[src/rtl/insn_sequencer.sv]
// Instruction sequencer: fetches 32-bit words from memory, runs control flow locally
// (end/jump/call/return/loop) and forwards all other instructions to the compute unit.
module insn_sequencer #(
   parameter int unsigned STACK_DEPTH = 4
) (
   input  logic        clock,
   input  logic        reset,
   input  logic        start,
   input  logic [15:0] addr,
   output logic        busy,
   output logic        smem_valid,
   input  logic        smem_ready,
   output logic [15:0] smem_addr,
   input  logic [31:0] smem_data,
   output logic        comp_valid,
   input  logic        comp_ready,
   output logic [31:0] comp_insn
);

   localparam int unsigned SP_W    = (STACK_DEPTH > 1) ? $clog2(STACK_DEPTH) : 1;
   localparam int unsigned DEPTH_W = $clog2(STACK_DEPTH + 1);
   localparam logic [DEPTH_W-1:0] DEPTH_MAX = DEPTH_W'(STACK_DEPTH);

   localparam logic [5:0] OP_END    = 6'h00;
   localparam logic [5:0] OP_JUMP   = 6'h01;
   localparam logic [5:0] OP_CALL   = 6'h02;
   localparam logic [5:0] OP_RETURN = 6'h03;
   localparam logic [5:0] OP_LOOP   = 6'h04;

   typedef enum logic [1:0] {ST_IDLE, ST_FETCH, ST_DECODE, ST_ISSUE} state_t;

   state_t              state_q, state_d;
   logic [15:0]         pc_q, pc_d;
   logic [31:0]         insn_q, insn_d;
   logic [SP_W-1:0]     sp_q, sp_d;
   logic [DEPTH_W-1:0]  depth_q, depth_d;
   logic                loop_active_q, loop_active_d;
   logic [9:0]          loop_cnt_q, loop_cnt_d;
   logic [15:0]         stack_q [STACK_DEPTH];
   logic [15:0]         stack_d [STACK_DEPTH];
   logic                busy_q, busy_d;
   logic                smem_valid_q, smem_valid_d;
   logic [15:0]         smem_addr_q, smem_addr_d;
   logic                comp_valid_q, comp_valid_d;
   logic [31:0]         comp_insn_q, comp_insn_d;

   logic [5:0]          opcode;
   logic [15:0]         target;
   logic [9:0]          count;
   logic [15:0]         pc_next;
   logic [SP_W-1:0]     sp_prev;

   assign opcode  = insn_q[31:26];
   assign count   = insn_q[25:16];
   assign target  = insn_q[15:0];
   assign pc_next = pc_q + 16'd2;
   assign sp_prev = sp_q - SP_W'(1);

   always_comb begin
      state_d       = state_q;
      pc_d          = pc_q;
      insn_d        = insn_q;
      sp_d          = sp_q;
      depth_d       = depth_q;
      loop_active_d = loop_active_q;
      loop_cnt_d    = loop_cnt_q;
      stack_d       = stack_q;

      case (state_q)
         ST_IDLE: begin
            if (start) begin
               pc_d          = addr;
               loop_active_d = 1'b0;
               loop_cnt_d    = '0;
               sp_d          = '0;
               depth_d       = '0;
               state_d       = ST_FETCH;
            end
         end
         ST_FETCH: begin
            if (smem_ready) begin
               insn_d  = smem_data;
               state_d = ST_DECODE;
            end
         end
         ST_DECODE: begin
            case (opcode)
               OP_END: state_d = ST_IDLE;
               OP_JUMP: begin
                  pc_d    = target;
                  state_d = ST_FETCH;
               end
               OP_CALL: begin
                  // The stack is circular; depth saturates so overflow silently drops the oldest entry.
                  stack_d[sp_q] = pc_next;
                  sp_d          = sp_q + SP_W'(1);
                  if (depth_q != DEPTH_MAX) depth_d = depth_q + DEPTH_W'(1);
                  pc_d          = target;
                  state_d       = ST_FETCH;
               end
               OP_RETURN: begin
                  if (depth_q == '0) begin
                     state_d = ST_IDLE;
                  end else begin
                     pc_d    = stack_q[sp_prev];
                     sp_d    = sp_prev;
                     depth_d = depth_q - DEPTH_W'(1);
                     state_d = ST_FETCH;
                  end
               end
               OP_LOOP: begin
                  state_d = ST_FETCH;
                  if (!loop_active_q) begin
                     if (count == '0) begin
                        pc_d = pc_next;
                     end else begin
                        loop_active_d = 1'b1;
                        loop_cnt_d    = count - 10'd1;
                        pc_d          = target;
                     end
                  end else if (loop_cnt_q == '0) begin
                     loop_active_d = 1'b0;
                     pc_d          = pc_next;
                  end else begin
                     loop_cnt_d = loop_cnt_q - 10'd1;
                     pc_d       = target;
                  end
               end
               default: state_d = ST_ISSUE;
            endcase
         end
         ST_ISSUE: begin
            if (comp_ready) begin
               pc_d    = pc_next;
               state_d = ST_FETCH;
            end
         end
         default: state_d = ST_IDLE;
      endcase
   end

   // Outputs are registered from the next-state view so they align with the state they describe.
   always_comb begin
      busy_d       = (state_d != ST_IDLE);
      smem_valid_d = (state_d == ST_FETCH);
      smem_addr_d  = (state_d == ST_FETCH) ? pc_d : smem_addr_q;
      comp_valid_d = (state_d == ST_ISSUE);
      comp_insn_d  = (state_d == ST_ISSUE) ? insn_q : comp_insn_q;
   end

   always_ff @(posedge clock) begin
      if (reset) begin
         state_q       <= ST_IDLE;
         pc_q          <= '0;
         insn_q        <= '0;
         sp_q          <= '0;
         depth_q       <= '0;
         loop_active_q <= 1'b0;
         loop_cnt_q    <= '0;
         stack_q       <= '{default: '0};
         busy_q        <= 1'b0;
         smem_valid_q  <= 1'b0;
         smem_addr_q   <= '0;
         comp_valid_q  <= 1'b0;
         comp_insn_q   <= '0;
      end else begin
         state_q       <= state_d;
         pc_q          <= pc_d;
         insn_q        <= insn_d;
         sp_q          <= sp_d;
         depth_q       <= depth_d;
         loop_active_q <= loop_active_d;
         loop_cnt_q    <= loop_cnt_d;
         stack_q       <= stack_d;
         busy_q        <= busy_d;
         smem_valid_q  <= smem_valid_d;
         smem_addr_q   <= smem_addr_d;
         comp_valid_q  <= comp_valid_d;
         comp_insn_q   <= comp_insn_d;
      end
   end

   assign busy       = busy_q;
   assign smem_valid = smem_valid_q;
   assign smem_addr  = smem_addr_q;
   assign comp_valid = comp_valid_q;
   assign comp_insn  = comp_insn_q;

endmodule

[config.mk]
export PLATFORM = sky130hd
export DESIGN_NAME = insn_sequencer
export DESIGN_NICKNAME = d
export VERILOG_FILES = /design/src/rtl/insn_sequencer.sv
export SDC_FILE = /design/constraint.sdc
export NUM_CORES = 1
export LEC_CHECK = 0
export BUFFER_PORTS_ARGS = -buffer_cell sky130_fd_sc_hd__buf_2
export CORE_MARGIN = 2
export CORE_UTILIZATION = 40
export CTS_BUF_LIST = sky130_fd_sc_hd__clkbuf_4
export DETAILED_ROUTE_END_ITERATION = 12
export SLEW_MARGIN = 0
export SYNTH_ARGS = -nofsm -noshare
export SYNTH_HDL_FRONTEND = slang
export SYNTH_SLANG_ARGS = --single-unit
[constraint.sdc]
create_clock -name clock -period 3.55 [get_ports clock]
set_input_delay 0.355 -clock clock [delete_from_list [all_inputs] [get_ports clock]]
set_output_delay 0.355 -clock clock [all_outputs]
set_load 0.005 [all_outputs]
* Word-level counts from Yosys, hierarchy flattened *
Index checks and enable logic that the tools add are counted.

storage, ports and cells
  bits in read-only memories = 0
  bits of input ports = 53
  register bits after elaboration = 181
  memory bits (writable) = 0
  logic and storage cells = 102
  output and inout port bits = 51
  memories kept = 0
  bits in latches = 0

operators by class
  multipliers = 0
  muxes and demuxes = 41
  shift-type cells = 0
  divide/modulo/power cells = 0
  magnitude comparators = 3
  $add $sub $neg = 7
  equality and inequality tests = 17
  bitwise logic cells = 2
  reductions and logical operators = 16

operators by type and width
  kind                                                                   number
  16-bit 2-to-1 mux                                                      9
  16-bit case mux with 3 select lines                                    2
  64-bit bitwise mux                                                     1
  10-bit 2-to-1 mux                                                      5
  16-bit binary-select mux with 2-bit select                             1
  16-bit demux with 2-bit select                                         1
  10-bit zero test                                                       2
  10-bit case mux with 2 select lines                                    1
  10-bit by 1-bit subtractor with 10-bit output, second input constant   2
  16-bit by 2-bit adder with 16-bit output, second input constant        1
  3-bit != test, second input constant                                   5
  6-bit by 2-bit equality test with 1-bit output, second input constant  2
  3-bit case mux with 2 select lines                                     2
  2-bit 2-to-1 mux                                                       5
  5-bit AND reduction                                                    2
  3-bit 2-to-1 mux                                                       3
  2-bit case mux with 2 select lines                                     2
  2-bit case mux with 4 select lines                                     1
  2-bit equality test, second input constant                             3
  6-bit by 1-bit equality test with 1-bit output, second input constant  1
  6-bit by 3-bit equality test with 1-bit output, second input constant  1
  3-bit greater-or-equal comparator, second input constant               2
  6-bit zero test                                                        1
  1-bit 2-to-1 mux                                                       6
  other kinds (20)                                                       25

* Longest topological paths before layout *
  depth in word-level cells = 8
  depth in mapped cells = 12
  depth with buffers taken out = 9

* Worst setup path before layout *
No wires, ideal clock.

  path type = flip-flop to flip-flop
  from = reg sp_q[0]
  to = reg smem_addr_q[11] (netlist: smem_addr[11])
  data required time = 3412 ps
  arrival = 3170 ps
  cell stages (with the launch flop) = 12
  clock period less this slack = 3308 ps
  path buffers = 4
  slack = 242 ps
  library setup time = 138 ps
  cells stage by stage = dfxtp_1 buf_2 buf_1 inv_1 ha_1 buf_2 buf_1 mux4_2 a221oi_1 nor2_1 o221ai_1 o22ai_1

between the ends
  cells in the longest elaborated chain, start to end = 8

RTL lines
  element                                               line  source
  start: declaration                                    35    logic [SP_W-1:0] sp_q, sp_d;
  start signal: assignment                              170   sp_q <= sp_d;
  2-bit by 1-bit subtractor with 2-bit output           57    assign sp_prev = sp_q - SP_W'(1);
  2-bit NOT with 3-bit output (not written as such)     105   pc_d = stack_q[sp_prev];
  16-bit binary-select mux with 2-bit select            105
  16-bit 2-to-1 mux (not written as such) (2 in a row)  105
  16-bit 2-to-1 mux                                     102   if (depth_q == '0) begin
  16-bit case mux with 3 select lines                   87    case (opcode)
  16-bit case mux with 3 select lines                   69    case (state_q)
  end signal: assignment                                177   smem_addr_q <= smem_addr_d;
  end: declaration                                      43    logic [15:0] smem_addr_q, smem_addr_d;

Every way passes these cells. The select of a mux whose other input is x is not followed.
A chain may end at the register's enable or synchronous reset.

* Worst setup path after layout *
  from = reg insn_q[31]
  to = reg smem_addr_q[4] (netlist: smem_addr[4])

between the ends
  cells in the longest elaborated chain, start to end = 5
  elaborated cells between the ends (all ways) = 12
  those cells by class = 5 x eq/ne; 4 x mux; 3 x reduce/logical

RTL lines
  element                                                                 line  source
  start: declaration                                                      34    logic [31:0] insn_q, insn_d;
  start signal: assignment                                                169   insn_q <= insn_d;
  6-bit by 3-bit equality test with 1-bit output (tied with other cells)  87
  3-bit OR reduction (no source line)                                     -
  2-bit case mux with 3 select lines                                      87
  2-bit case mux with 4 select lines                                      69
  2-bit by 1-bit equality test with 1-bit output                          146   smem_addr_d = (state_d == ST_FETCH) ? pc_d : smem_addr_q;

Parallel ways exist; a longest one is shown, timed or not.

==> metrics.md <==
| Metric | Value |
|---|---|
| Status | completed |
| Synth-to-Final Area Change | 16.7% |
| Num Clock Sinks | roughly 180 |
| Drt wl/cell | approximately 18 µm |
| Post-DP HPWL | 17100 µm |
| Post-synthesis adder-cell area fraction | around 1.2% |
| Mux contribution to synthesized area | between 10% and 20% |
| Main combinational cell family by area after synthesis | compound AO/OA/AOI/OAI gates |
| Setup CP Type | reg2reg |
| Worst-path clk slew | about 0.18 ns |
| Asr flop ratio synth | 0% |
| Slew HR | between 30 and 40% |
| Global-route wire length before repair | between 30000 and 40000 µm |
| CP cell instances | or4_4 > nor3_2 > a22oi_1 > o221ai_1 > a222oi_1 > a211oi_1 |
| Grt ovf | 0 |
| XOR/XNOR Fraction of Synth Area | about 2.7% |
| Vias in the first global route | about 7000 |
| CTS resizes | 0 |
| RSZ-0062 raised after global routing | false |
| Crit start category | register |
| Final max-slew violation count | 0 |
| Sequential fraction of the synthesis area | roughly 44% |
| Final wirelength | 24200 µm |
| Largest net degree at the start of global routing | 67 |
| # rows | 52 |
| Design area | around 9600 µm² |
| I/O Buffers | approximately 100 |
| WP data required | around 4.1 ns |
| GPL Wtd Cong | about 0.94 |
| Drt drc | 0 |
| Critical path's slowest cell | nor3_2 |
| # nets final | 1111 |
| Final Skew | ~0.032 ns |
| Power per cell area | 411 nW/µm² |
| Endpoints failing setup | 0 |
| I/O pins | ~100 |
| WP data arrival | around 3.4 ns |
| Share of cells above drive strength 1 | approximately 18% |
| Hold Buf Count CTS | 32 |
| TritonRoute pass-1 iters | 6 |
| Antenna violations before repair | 2 |
| Worst path bufs/invs | 0 |
| Endpoint class of the critical path | register |
| Post-Synthesis Cells | 942 |
| Simple-gate area share of the yosys netlist | around 18% |
| Total Routing Usage GR | between 20 and 25% |
| CTS root buffer | clkbuf_4 |
| EDFF count, synth | 0 |
| CP delay by family, top | simple AND/OR/NAND/NOR gates |
| DP Area | between 8000 and 9000 µm² |
| Fin crit share | between 70% and 80% |
| Drt via density | 5.42 |
| Total CTS buffers | 17 |
| DRT antenna net count | 0 |
| Detailed Route Iter0 Violations | 560 |
| Syn Area/Cell | a little under 9 µm² |
| Final core occ | 47.5% |
| Via count | 7246 |
| TNS Setup | 0 ns |
| Placed insts | roughly 1300 |
| Syn_nets | around 1000 |
| Core Footprint | about 20000 µm² |
| Post-synth cell types | 64 |
| YS warnings | 0 |
| Post-Syn Area | about 8200 µm² |
| Fmax | 0.355 GHz |
| Crit path max fanout | 14 |
| Worst hold path class | in2reg |
| Initial Util | between 40% and 50% |
| Synth Area in Compound Gates | 18.9% |
| Post-CTS setup buffer count | 0 |
| CP max stage delay | about 0.84 ns |
| Actual slew at the worst max-slew pin | 1.00 ns |
| CTS Buffer Depth | 2 |
| Lkg Pwr | 3.65 nW |
| Top FF cell, synth | dfxtp_1 |
| Max H-tree Level | 4 |
| Die height | around 150 µm |
| Max-cap viol count | 0 |
| Flops & latches, synth | approximately 180 |
| Fin crit period | ~2.8 ns |
| Final hold violations | 0 |
| Max IR drop VDD | between 0.2 and 0.25 mV |
| Leading cell type in the layout, fill and taps excluded | dfxtp_1 |
| Die footprint | approximately 22000 µm² |
| Clock insertion delay at the later pin of the skew report | ~0.61 ns |
| Worst Hold Slack | ~0.094 ns |
| Most frequent cells in the layout | 181 x dfxtp_1, 161 x nor2_1, 105 x nand2_1, 102 x buf_2, 71 x a21oi_1 |
| Filler cells | about 2000 |
| CTS tree | yes |
| Final Non-Filler Cells | between 1000 and 1500 |
| Die span in x | roughly 150 µm |
## stage by stage
stage	worst slack, ns	power [mW]
after floorplan	0.242	2.56
after global placement	0.883	2.76
after detailed placement	0.797	2.76
after CTS	0.774	3.96
after global routing	0.493	4.12
final	0.730	3.94
## metal layers
layer / up-vias / GRT usage, % / wire (µm)
met5: - / 0 / 0
met4: 0 / 8.51 / 788
met3: 44 / 4.63 / 1110
met2: 187 / 37.1 / 11600
met1: 3435 / 29.6 / 10700
li1: 3580 / - / -
## final timing paths
check                      from  cells past startpoint       endpoint  slack [ns]
hold / removal          addr[0]                      3        pc_q[0]        0.09
hold reg to reg   comp_insn[28]                      2  comp_insn[28]        0.47
setup / recovery     insn_q[31]                      6   smem_addr[4]        0.73
setup reg to reg     insn_q[31]                      6   smem_addr[4]        0.73
## synthesized netlist by cell type, types with 3 or more instances
library cell / count / area share (%)
dfxtp_1: 181 / 44
nor2_1: 161 / 7.4
nand2_1: 105 / 4.8
a21oi_1: 71 / 4.3
a211oi_1: 66 / 6.0
mux2i_1: 51 / 6.2
clkbuf_1: 42 / 1.9
nand3_1: 22 / 1.3
buf_2: 19 / 1.2
o21ai_0: 19 / 1.2
nor3_1: 17 / 1.0
mux4_2: 16 / 4.4
a22oi_1: 13 / 1.2
xnor2_1: 13 / 1.4
xor2_1: 12 / 1.3
inv_1: 10 / 0.46
buf_1: 7 / 0.32
o22ai_1: 7 / 0.53
a31oi_1: 6 / 0.46
ha_1: 6 / 0.92
nand2b_1: 6 / 0.46
a221oi_1: 5 / 0.53
and2_1: 5 / 0.38
and3_1: 5 / 0.38
nand4_1: 5 / 0.38
nor2b_1: 5 / 0.38
nor4_1: 5 / 0.38
o221ai_1: 5 / 0.53
a211oi_2: 4 / 0.61
a222oi_1: 4 / 0.49
a22o_1: 4 / 0.43
o211ai_1: 3 / 0.27
o21a_1: 3 / 0.27
o21ai_1: 3 / 0.18
or3_1: 3 / 0.23
## area by class of cell
class	instances	area (µm²)	share of cell area [%]
multi-input cells	679	4250	44.4
flip-flops and latches	181	3620	37.8
repair buffers	160	1030	10.8
clock inverters	15	161	1.69
clock buffers	17	128	1.33
well taps	270	338	3.53
inverters	12	45.0	0.470
diodes	2	5.00	0.0523
## sequential cells by signal, indices dropped and copies added, names as in the netlist
| register | flops |
|---|---|
| stack_q | 64 |
| comp_insn | 32 |
| insn_q | 32 |
| pc_q | 16 |
| smem_addr | 16 |
| loop_cnt_q | 10 |
| depth_q | 3 |
| sp_q | 2 |
| state_q | 2 |
| busy | 1 |
| comp_valid | 1 |
| loop_active_q | 1 |
| smem_valid | 1 |
## report_power, final
group          switching, mW  internal, mW
sequential            0.0832          2.10
combinational          0.350         0.221
clock                  0.804         0.378
## cell families (layout without fill, tap and decap cells)
kind of cell	Yosys count	count (layout)
AO/OA/AOI/OAI	230	230
XOR/XNOR	25	25
adder cells (fa/ha/maj)	7	7
buffers and inverters	82	204
flip-flops	181	181
multiplexers	67	67
other	0	2
AND/OR/NAND/NOR	350	350
## worst register-to-register path, stage by stage, from the launching register on
cell and delay [ns]:
dfxtp_1 0.39, or4_4 0.59, nor3_2 0.84, a22oi_1 0.28
o221ai_1 0.25, a222oi_1 0.14, a211oi_1 0.26
No activity file was read; power rests on OpenSTA's default activity.
